$ cat config.mk
export PLATFORM = sky130hd
export DESIGN_NAME = rs_encoder_param
export DESIGN_NICKNAME = d
export VERILOG_FILES = /design/src/rtl/rs_encoder_param.sv
export SDC_FILE = /design/constraint.sdc
export NUM_CORES = 1
export LEC_CHECK = 0
export BUFFER_PORTS_ARGS = -buffer_cell sky130_fd_sc_hd__buf_2
export CELL_PAD_IN_SITES_DETAIL_PLACEMENT = 1
export CELL_PAD_IN_SITES_GLOBAL_PLACEMENT = 1
export CORE_MARGIN = 2
export CORE_UTILIZATION = 25
export DETAILED_ROUTE_END_ITERATION = 12
export PLACE_DENSITY_LB_ADDON = 0.3
export REMOVE_ABC_BUFFERS = 1
export SYNTH_ARGS = -nofsm -noshare
export SYNTH_HDL_FRONTEND = slang
export SYNTH_SLANG_ARGS = --single-unit
$ cat constraint.sdc
create_clock -name clk -period 2.7 [get_ports clk]
set_clock_uncertainty 0.15 [all_clocks]
set_input_delay 0.135 -clock clk [delete_from_list [all_inputs] [get_ports clk]]
set_output_delay 0.135 -clock clk [all_outputs]
set_load 0.02 [all_outputs]
$ cat src/rtl/rs_encoder_param.sv
// Systematic Reed-Solomon encoder over GF(256): passes message symbols through
// a registered output stage, then emits NPAR parity symbols from an LFSR divider.
module rs_encoder_param #(
   parameter int unsigned       NPAR      = 8,
   parameter int unsigned       MAX_K     = 247,
   parameter logic [8*NPAR-1:0] GEN       = 64'he3_2c_b2_47_ac_08_e0_25,
   parameter logic [8:0]        PRIM_POLY = 9'h11d
) (
   input  logic       clk,
   input  logic       rst,
   input  logic [7:0] din,
   input  logic       din_val,
   input  logic       din_sop,
   input  logic       din_eop,
   output logic       din_rdy,
   output logic [7:0] dout,
   output logic       dout_val,
   output logic       dout_sop,
   output logic       dout_eop,
   input  logic       dout_rdy,
   output logic       busy,
   output logic       err_len,
   output logic       err_proto
);

   typedef enum logic [1:0] {IDLE, MSG, PAR} state_t;

   state_t     state, state_nxt;
   logic [7:0] rem     [NPAR];
   logic [7:0] rem_nxt [NPAR];
   logic [8:0] cnt, cnt_nxt;
   logic [5:0] pcnt, pcnt_nxt;
   logic [7:0] fb;
   logic       out_free, accept, par_last;
   logic       load_msg, load_par, div_sop;
   logic       err_len_nxt, err_proto_nxt;

   function automatic logic [7:0] gf_mul(input logic [7:0] a, input logic [7:0] b);
      logic [7:0] p;
      logic [7:0] x;
      p = '0;
      x = a;
      for (int unsigned k = 0; k < 8; k++) begin
         if (b[k]) p = p ^ x;
         x = x[7] ? ({x[6:0], 1'b0} ^ PRIM_POLY[7:0]) : {x[6:0], 1'b0};
      end
      return p;
   endfunction

   assign out_free = !dout_val || dout_rdy;
   assign din_rdy  = !rst && (state != PAR) && out_free;
   assign accept   = din_val && din_rdy;
   assign par_last = (pcnt == 6'(NPAR - 1));
   assign busy     = (state != IDLE) || dout_val;

   always_ff @(posedge clk) begin
      if (rst) state <= IDLE;
      else     state <= state_nxt;
   end

   always_comb begin
      state_nxt     = state;
      cnt_nxt       = cnt;
      pcnt_nxt      = pcnt;
      load_msg      = 1'b0;
      load_par      = 1'b0;
      div_sop       = 1'b0;
      err_len_nxt   = 1'b0;
      err_proto_nxt = 1'b0;
      case (state)
         IDLE, MSG: begin
            if (accept) begin
               // In IDLE only a sop beat starts a codeword; in MSG a sop beat restarts one.
               if (din_sop || state == MSG) begin
                  load_msg      = 1'b1;
                  div_sop       = din_sop;
                  err_proto_nxt = din_sop && (state == MSG);
                  cnt_nxt       = din_sop ? 9'd1 : cnt + 9'd1;
                  if (din_eop) begin
                     state_nxt = PAR;
                  end else if (cnt_nxt == 9'(MAX_K)) begin
                     state_nxt   = PAR;
                     err_len_nxt = 1'b1;
                  end else begin
                     state_nxt = MSG;
                  end
               end else begin
                  err_proto_nxt = 1'b1;
               end
            end
         end
         PAR: begin
            if (out_free) begin
               load_par = 1'b1;
               if (par_last) begin
                  state_nxt = IDLE;
                  pcnt_nxt  = '0;
               end else begin
                  pcnt_nxt = pcnt + 6'd1;
               end
            end
         end
         default: state_nxt = IDLE;
      endcase
   end

   always_comb begin
      fb = din ^ (div_sop ? 8'h00 : rem[NPAR-1]);
      for (int unsigned i = 0; i < NPAR; i++) rem_nxt[i] = rem[i];
      if (load_msg) begin
         rem_nxt[0] = gf_mul(fb, GEN[7:0]);
         for (int unsigned i = 1; i < NPAR; i++)
            rem_nxt[i] = (div_sop ? 8'h00 : rem[i-1]) ^ gf_mul(fb, GEN[8*i +: 8]);
      end else if (load_par) begin
         rem_nxt[0] = '0;
         for (int unsigned i = 1; i < NPAR; i++) rem_nxt[i] = rem[i-1];
      end
   end

   always_ff @(posedge clk) begin
      if (rst) begin
         for (int unsigned i = 0; i < NPAR; i++) rem[i] <= '0;
         cnt       <= '0;
         pcnt      <= '0;
         dout      <= '0;
         dout_val  <= 1'b0;
         dout_sop  <= 1'b0;
         dout_eop  <= 1'b0;
         err_len   <= 1'b0;
         err_proto <= 1'b0;
      end else begin
         for (int unsigned i = 0; i < NPAR; i++) rem[i] <= rem_nxt[i];
         cnt       <= cnt_nxt;
         pcnt      <= pcnt_nxt;
         err_len   <= err_len_nxt;
         err_proto <= err_proto_nxt;
         if (load_msg) begin
            dout     <= din;
            dout_val <= 1'b1;
            dout_sop <= din_sop;
            dout_eop <= 1'b0;
         end else if (load_par) begin
            dout     <= rem[NPAR-1];
            dout_val <= 1'b1;
            dout_sop <= 1'b0;
            dout_eop <= par_last;
         end else if (out_free) begin
            dout_val <= 1'b0;
            dout_sop <= 1'b0;
            dout_eop <= 1'b0;
         end
      end
   end

endmodule

After elaboration in Yosys (flattened, before gate mapping)
Memories as Yosys holds them, arrays and structs flattened. Cells that the tools add are included.

Register bits after elaboration: 30. Memory bits (writable): 64. Input port bits: 14. Output and inout bits: 15. Word-level logic and storage cells: 159. Memories kept: 1.

Add/sub/neg operators: 2. Equality and inequality tests: 9. Multiplexer cells: 75. Bitwise gates (word level): 42. Reduce and logical (&&, ||, !) cells: 21.

Memories: rem (depth 8, bits a word 8, rd ports 8, clocked after Yosys merged registers in 0, write ports 8, RTL line 29) `logic [7:0] rem [NPAR];`.

Operators with widths (count): 2-to-1 mux 8 bit (38); bitwise XOR 8 bit (24); 2-to-1 mux 64 bit (2); 2-to-1 mux 5 bit (7); NOT 4 bit (7); 2-to-1 mux 1 bit (19); 2-to-1 mux 2 bit (6); inequality test 2 bit, second input constant (5); adder 9 x 1 -> 9 bit, second input constant (1); == test 9 x 8 -> 1 bit, second input constant (1); 2-to-1 mux 9 bit (1); OR 1 bit (8); adder 6 x 1 -> 6 bit, second input constant (1); == test 6 x 3 -> 1 bit, second input constant (1); 2-to-1 mux 6 bit (1); nonzero test 2 bit (3); OR reduction 5 bit (1); logical AND 1 bit (4); case mux 2 bit (2 select lines) (1); AND reduction 4 bit (1); OR reduction 2 bit (2); logical OR 1 bit (3); NOT 1 bit (3); AND reduction 3 bit (1); other kinds (7) (8).

Depth between registers and ports, before layout
Gate-level depths: netlist of run 1.

Depth after elaboration: 27. Depth in mapped cells: 12.

Worst setup path before layout of run 1
OpenSTA, ideal clock, no wires.

Path type: reg-to-reg. Start point: register dout_val. End point: memory rem[3][3] (netlist: rem[0][27]). Library setup time: 0.086 ns. Data arrival time: 2.250 ns. Slack: 0.214 ns. Stages on the path, launching flop included: 10. Cells stage by stage: dfxtp_1 > nor2b_1 > buf_4 > or3_1 > buf_2 > and2_4 > xnor3_2 > xnor2_2 > xnor2_1 > a221oi_2.

RTL lines: start, declared (RTL line 17) `output logic dout_val,`; start signal, assigned (RTL line 126) `dout_val <= 1'b0;`; start signal, assigned (RTL line 139) `dout_val <= 1'b1;`; start signal, assigned (RTL line 144) `dout_val <= 1'b1;`; end, declared (RTL line 29).

==> results of run 1 <==
-- logic make-up (layout without fill, tap and decap cells) --
family	after synthesis	after routing
simple gates	223	223
fa+ha+maj	3	3
mux	1	1
buf+inv	77	133
flops	94	94
compound gates	205	205
xor+xnor	173	173
-- metal layers --
metal	up-vias	wire length, um	GRT usage (%)
met3	15	778	2.25
met1	2943	11300	23.8
met4	0	280	3.40
li1	2832	-	-
met2	110	10600	26.8
met5	-	0	0
-- path summary, 6_finish.rpt --
check,depth (start not counted),end,slack (ns),startpoint
max reg2reg,7,rem[0][29],0.11,rem[0][58]
max,8,rem[0][45],0.06,din_sop
min reg2reg,2,dout[5],0.31,dout[5]
min,2,dout[0],0.04,din[0]
-- flip-flops by register name (all words and copies together) (netlist names) --
| name | flops |
|---|---|
| cnt | 9 |
| state | 2 |
| pcnt | 6 |
| dout_val | 1 |
| rem | 64 |
| dout_sop | 1 |
| err_len | 1 |
| dout_eop | 1 |
| dout | 8 |
| err_proto | 1 |
-- cells in the final DEF (no fill, tap or decap), types with 4 or more instances in the layout --
| master | Yosys | final |
|---|---|---|
| nand4_1 | 7 | 7 |
| xor2_1 | 55 | 53 |
| buf_2 | 21 | 27 |
| buf_12 | 0 | 6 |
| nor3_1 | 8 | 7 |
| xor3_1 | 10 | 10 |
| nor2_1 | 58 | 56 |
| nand2b_1 | 8 | 7 |
| a31oi_1 | 13 | 13 |
| a21oi_1 | 58 | 58 |
| o31ai_2 | 6 | 6 |
| and3_1 | 4 | 4 |
| xnor2_1 | 88 | 87 |
| clkbuf_16 | 0 | 9 |
| a22oi_1 | 7 | 7 |
| nor4_1 | 5 | 4 |
| buf_4 | 6 | 74 |
| a211oi_1 | 21 | 21 |
| o21ai_0 | 15 | 15 |
| a211o_1 | 9 | 9 |
| nand2_1 | 89 | 88 |
| xnor3_1 | 4 | 4 |
| a22o_1 | 4 | 4 |
| o211ai_1 | 22 | 22 |
| xor2_2 | 3 | 5 |
| a311oi_1 | 8 | 8 |
| buf_6 | 3 | 4 |
| dlygate4sd3_1 | 0 | 4 |
| xnor2_2 | 8 | 9 |
| nand3_1 | 18 | 18 |
| nor3b_1 | 6 | 6 |
| dfxtp_1 | 94 | 92 |
| o31ai_1 | 21 | 20 |
-- what timing repair did --
item,in CTS,in global routing
buffers inserted,0,1
resized for setup,1,15
hold buffers,4,0
gates cloned,0,0
pin swaps,0,2
endpoints found under the setup margin,1,26
endpoints found under the hold margin,6,0
-- power by group through the flow --
stage	Combinational, mW	Clock, mW	Sequential (mW)
2_1_floorplan	2.32	0	1.67
3_3_place_gp	3.53	0	1.66
3_5_place_dp	3.55	0	1.66
4_1_cts	3.57	1.46	1.63
5_1_grt	3.90	1.52	1.65
6_report	3.61	1.43	1.63
-- stage by stage --
stage          util [%]  cells  hold slack [ns]
6_report           30.7   1167           0.0410
5_1_grt            30.7   1167           0.0368
4_1_cts            30.4   1166           0.0352
3_5_place_dp       29.0   1147            0.185
3_3_place_gp       29.0   1147            0.189
2_1_floorplan         -    701           0.0496
-- cell type report --
class,instances,area share (%)
clock buffer,12,3.07
clock inverter,3,0.858
tap,335,5.22
timing repair buffer,116,11.3
multi-input combinational,605,55.9
inverter,2,0.0936
sequential,94,23.5
==> reports/metrics.yaml, run 1 <==
sta:
  drv_slew: 0
  worstMarginPinSlew_ns: 0.603
  min_period_over_period_pct: 97.8
  slew_headroom_pct: 59.6
  period_needed_ns: 2.64
  hold_viol: 0
  max_freq_mhz: 379
  setup_viol: 0
  rsz0062_at_grt: "yes"
  timing.final.ws_setup_ns: 0.0607
  setup_tns_ns: 0
global_route:
  grt.overflow.total: 0
  grt_pass1_vias: 6046
  groute.usage.overall_pct: 16.6
  grt_max_degree: 46
  antenna_found_initial: 0
  grt_pass1_wl_mm: 36.4
place:
  hpwl_mm: 16.7
  globalplace.congestion: 0.846
  dp_slack_ns: -0.00307
  placed_cell_area_um2: 7590
  io_buffers: 28
power_and_ir_drop:
  p_int_mw: 4.06
  p_per_area_nw_per_um2: 832
  p_sw_share_pct: 39.2
  power_mw: 6.68
  power.leakage_nw: 2.94
  clockPowerShare_pct: 21.4
  p_comb_share_pct: 54.1
  p_switching_mw: 2.62
  pwr-share-seq_pct: 24.5
  vdd_drop_max_mv: 0.408
yosys:
  async_flop_share_pct: 0
  synth.top_cell.area_share_pct: 28.2
  yosysTopAreaCell: "dfxtp_1"
  synth_top_family_by_area: "XOR/XNOR gates"
  yosysWarnings: 0
  ys.flop_type: "dfxtp_1"
  yosys-top-cells-area: "dfxtp_1, xnor2_1, xor2_1, nand2_1, a21oi_1"
  synthXorXnorAreaFrac_pct: 28.3
  synthTopCellsByCount: "dfxtp_1, nand2_1, xnor2_1"
  seq_area_frac_synth_pct: 28.2
  synth.most_common_cell: "dfxtp_1"
  synthDistinctLibCells: 64
  avgSynthCellArea_um2: 8.58
  muxShareOfSynthArea_pct: 0.150
  synth_edf_count: 0
  yosys_register_bits: 94
  syn_inst: 776
  synth-adder-area-share_pct: 0.563
  synth-simple-area-share_pct: 15.6
  synth_compound_area_share_pct: 21.6
  syn_area_um2: 6660
critical_path:
  crit_family: "buffers and inverters"
  crit_type: "in -> reg"
  endpoint_kind: "register"
  worstPathMaxFanout: 45
  required_ns: 2.81
  critPathSlowestCell: "or4_2"
  cp-start-kind: "input port"
  worstPathCellList: "dlygate4sd3_1 -> buf_2 -> inv_1 -> ha_1 -> or4_2 -> clkbuf_8 -> a211o_1 -> a311oi_1"
  cp_num_buf_inv: 4
  cp.arrival_ns: 2.75
  cpPeakStageDelay_ns: 0.74
clock_tree:
  clockBufferDepth: 2
  clkTransAtPathRegs_ns: 0.07
  cts_tree: "yes"
  cts_root_buf: "clkbuf_16"
  htree_levels: 3
  cts_buffers: 9
  cts_sinks: 94
  clkLatencyLatePin_ns: 0.36
cells_and_area:
  fillers: 3107
  layout-drive-gt1-share_pct: 20.4
  ff_latch_area_um2: 1880
  diodes: 0
  layout.nets: 845
  final_design_area_no_fill_um2: 8020
  syn_to_final_growth_pct: 20.4
  multi_input_area_um2: 4490
die:
  initial_utilization_pct: 25.5
  coreArea_um2: 26100
  die_x_um: 167
  pin_count: 29
  die_h_um: 167
  placementRows: 59
  die_area_um2: 28000
detailed_routing:
  drcViolationCount: 0
  drt-pass1-iter-count: 5
  wl_per_cell_um: 19.7
  drtIter0Drc: 339
  vias: 5900
  postRouteAntennaNets: 0
  wirelength_mm: 23.0
  viasPerCell: 5.06
flow_run:
  maxCapViolCount: 0
status:
  outcome: "finished, final reports clean"
worst_hold_path:
  hold_class: "in -> reg"
(Power assumes the default switching activity.)
==> run 2: changes to the inputs <==
--- a/config.mk
+++ b/config.mk
@@ -9,10 +9,10 @@
 export CELL_PAD_IN_SITES_DETAIL_PLACEMENT = 1
 export CELL_PAD_IN_SITES_GLOBAL_PLACEMENT = 1
 export CORE_MARGIN = 2
-export CORE_UTILIZATION = 25
+export CORE_UTILIZATION = 49
+export CTS_BUF_LIST = sky130_fd_sc_hd__clkbuf_4
 export DETAILED_ROUTE_END_ITERATION = 12
 export PLACE_DENSITY_LB_ADDON = 0.3
-export REMOVE_ABC_BUFFERS = 1
 export SYNTH_ARGS = -nofsm -noshare
 export SYNTH_HDL_FRONTEND = slang
 export SYNTH_SLANG_ARGS = --single-unit
==> run 2 against run 1 <==
Net effect: the flow now finishes with violations (setup timing); flip-flop and latch count did not move; global-route usage grew 15 points; cell count down 14%; power decreased by 6.5%; core utilization rose by 28 points; wire length is 8.8% higher; combinational power grew 4%; worst hold slack better by 0.0019 ns; non-clock buffer count is 5 lower.
==> reports/metrics.yaml, run 2 (same netlist as run 1, synthesis figures left out) <==
die:
  placementRows: 42  # was 59
  pin_count: 29  # unchanged
  coreArea_um2: 13200  # was 26,100 um2
  die_area_um2: 14500  # was 28,000 um2
  die_h_um: 121  # was 167 um
  die_x_um: 121  # was 167 um
  initial_utilization_pct: 50.3  # was 25.5%
power_and_ir_drop:
  p_per_area_nw_per_um2: 808  # was 832 nW/um2
  power.leakage_nw: 2.86  # was 2.94 nW
  vdd_drop_max_mv: 0.418  # was 0.408 mV
sta:
  drv_slew: 0  # unchanged
  rsz0062_at_grt: "yes"  # unchanged
  worstMarginPinSlew_ns: 0.962  # was 0.603 ns
  period_needed_ns: 2.77  # was 2.64 ns
  max_freq_mhz: 362  # was 379 MHz
  timing.final.ws_setup_ns: -0.0658  # was 0.0607 ns
  min_period_over_period_pct: 102  # was 97.8%
  slew_headroom_pct: 35.3  # was 59.6%
  setup_viol: 2  # was 0
  hold_viol: 0  # unchanged
  holdWs_ns: 0.0428  # was 0.0410 ns
place:
  dp_slack_ns: -0.108  # was -0.00307 ns
  hpwl_mm: 15.4  # was 16.7 mm
  placedCellCount: 968  # was 1,147
  globalplace.congestion: 0.917  # was 0.846
  placed_cell_area_um2: 7230  # was 7590 um2
  io_buffers: 28  # unchanged
cells_and_area:
  layout-drive-gt1-share_pct: 20.4  # about the same
  diodes: 0  # unchanged
  layout.nets: 840  # was 845
  final_cells: 1004  # was 1,167
  syn_to_final_growth_pct: 16.0  # was 20.4%
  largest_reg_flops: 64  # unchanged
  final_cell_mix: "dfxtp_1, nand2_1, xnor2_1, buf_4, a21oi_1"  # unchanged
  layout_commonest_cell: "dfxtp_1"  # unchanged
  largest_registers: "rem (64), cnt (9), dout (8)"  # unchanged
  final_design_area_no_fill_um2: 7720  # was 8020 um2
  top_register: "rem"  # unchanged
detailed_routing:
  drt-pass1-iter-count: 6  # was 5
  vias: 6492  # was 5,900
  postRouteAntennaNets: 0  # unchanged
  wl_per_cell_um: 24.9  # was 19.7 um
  drtIter0Drc: 676  # was 339
  viasPerCell: 6.47  # was 5.06
  drcViolationCount: 0  # unchanged
  wirelength_mm: 25.0  # was 23.0 mm
status:
  outcome: "finished with violations"  # was finished, final reports clean
  violations: "setup timing"
critical_path:
  r2r_slack_ns: -0.07  # was 0.11 ns
  cp-start-kind: "register"  # was input port
  worstPathMaxFanout: 34  # was 45
  required_ns: 2.94  # was 2.81 ns
  crit_type: "reg -> reg"  # was in -> reg
  endpoint_kind: "register"  # unchanged
  cp.arrival_ns: 3.00  # was 2.75 ns
global_route:
  grt.overflow.total: 0  # unchanged
  grt_util_met1_pct: 42.3  # was 23.8%
  grt_pass1_vias: 6431  # was 6,046
  grt_util_met2_pct: 53.5  # was 26.8%
  use_met3_pct: 3.35  # was 2.25%
  grt_pass1_wl_mm: 35.7  # was 36.4 mm
  groute.usage.overall_pct: 32.0  # was 16.6%
  grt_busiest_layer: "met2"  # unchanged
  antenna_found_initial: 0  # unchanged
  grt_max_degree: 56  # was 46
yosys:
  synth_nets: 793
clock_tree:
  clkTransAtPathRegs_ns: 0.15  # was 0.07 ns
  htree_levels: 3  # unchanged
  cts_tree: "yes"  # unchanged
  cts_buffers: 9  # unchanged
  cts_root_buf: "clkbuf_4"  # was clkbuf_16
  clkLatencyLatePin_ns: 0.51  # was 0.36 ns
  clockBufferDepth: 2  # unchanged
  cts_sinks: 94  # unchanged
flow_run:
  maxCapViolCount: 0  # unchanged
worst_hold_path:
  hold_class: "in -> reg"  # unchanged
run 2: cell count changes in the layout (fill, tap and decap cells not counted), moves of 3 or more:
cell,previous run,this run
clkbuf_4,0,11
xor2_2,5,9
xnor2_2,9,12
xnor2_1,87,83
dlygate4sd3_1,4,11
xor2_1,53,49
buf_4,74,62
clkbuf_16,9,1
run 2: area by class of cell:
class	count	area, um2
sequential	94	1890
tap	176	220
fill	1542	5520
clock buffer	10	75.1
clock inverter	6	61.3
inverter	2	7.51
multi-input combinational	605	4560
timing repair buffer	111	907
run 2: final timing paths:
| kind | startpoint | end | cells after the start |
|---|---|---|---|
| worst max-delay path | dout_val | rem[0][8] | 8 |
| worst min-delay path | din[6] | dout[6] | 4 |
| worst max register to register | dout_val | rem[0][8] | 8 |
| worst min register to register | dout[5] | dout[5] | 2 |
run 2: routing by layer:
layer	wire, um	share of wire [%]	vias to the layer above
li1	-	-	2833
met1	9890	40	3216
met2	12300	49	357
met3	1790	7.2	86
met4	1030	4.1	0
met5	0	0	-
run 2: power by group:
part           switching, mW  internal, mW  total (mW)
sequential             0.138          1.52        1.66
clock                  0.543         0.292       0.835
combinational           2.07          1.68        3.75
run 2: repair_timing:
action,4_1_cts,5_1_grt
endpoints found under the setup margin,10,19
gates resized for setup,7,24
hold endpoints to repair,22,0
buffers inserted,5,2
gates cloned,0,2
hold buffers,11,0
pin swaps,1,9
run 2: stage by stage:
stage	total power, mW	utilization, %	TNS [ns]
floorplan	4.07	-	0
global placement	4.92	54.6	0
detailed placement	5.05	54.6	-0.149
CTS	5.94	57.0	0
global route	6.49	58.3	-0.482
finish	6.25	58.3	-0.109
run 2: critical path, stage by stage (launching register included):
cell	delay, ns
dfxtp_1	0.40
nor2b_2	0.21
buf_12	0.24
nor3_4	0.08
clkdlybuf4s15_2	0.31
nor2_1	0.28
xnor3_1	0.39
a222oi_1	0.44
nor3_1	0.15
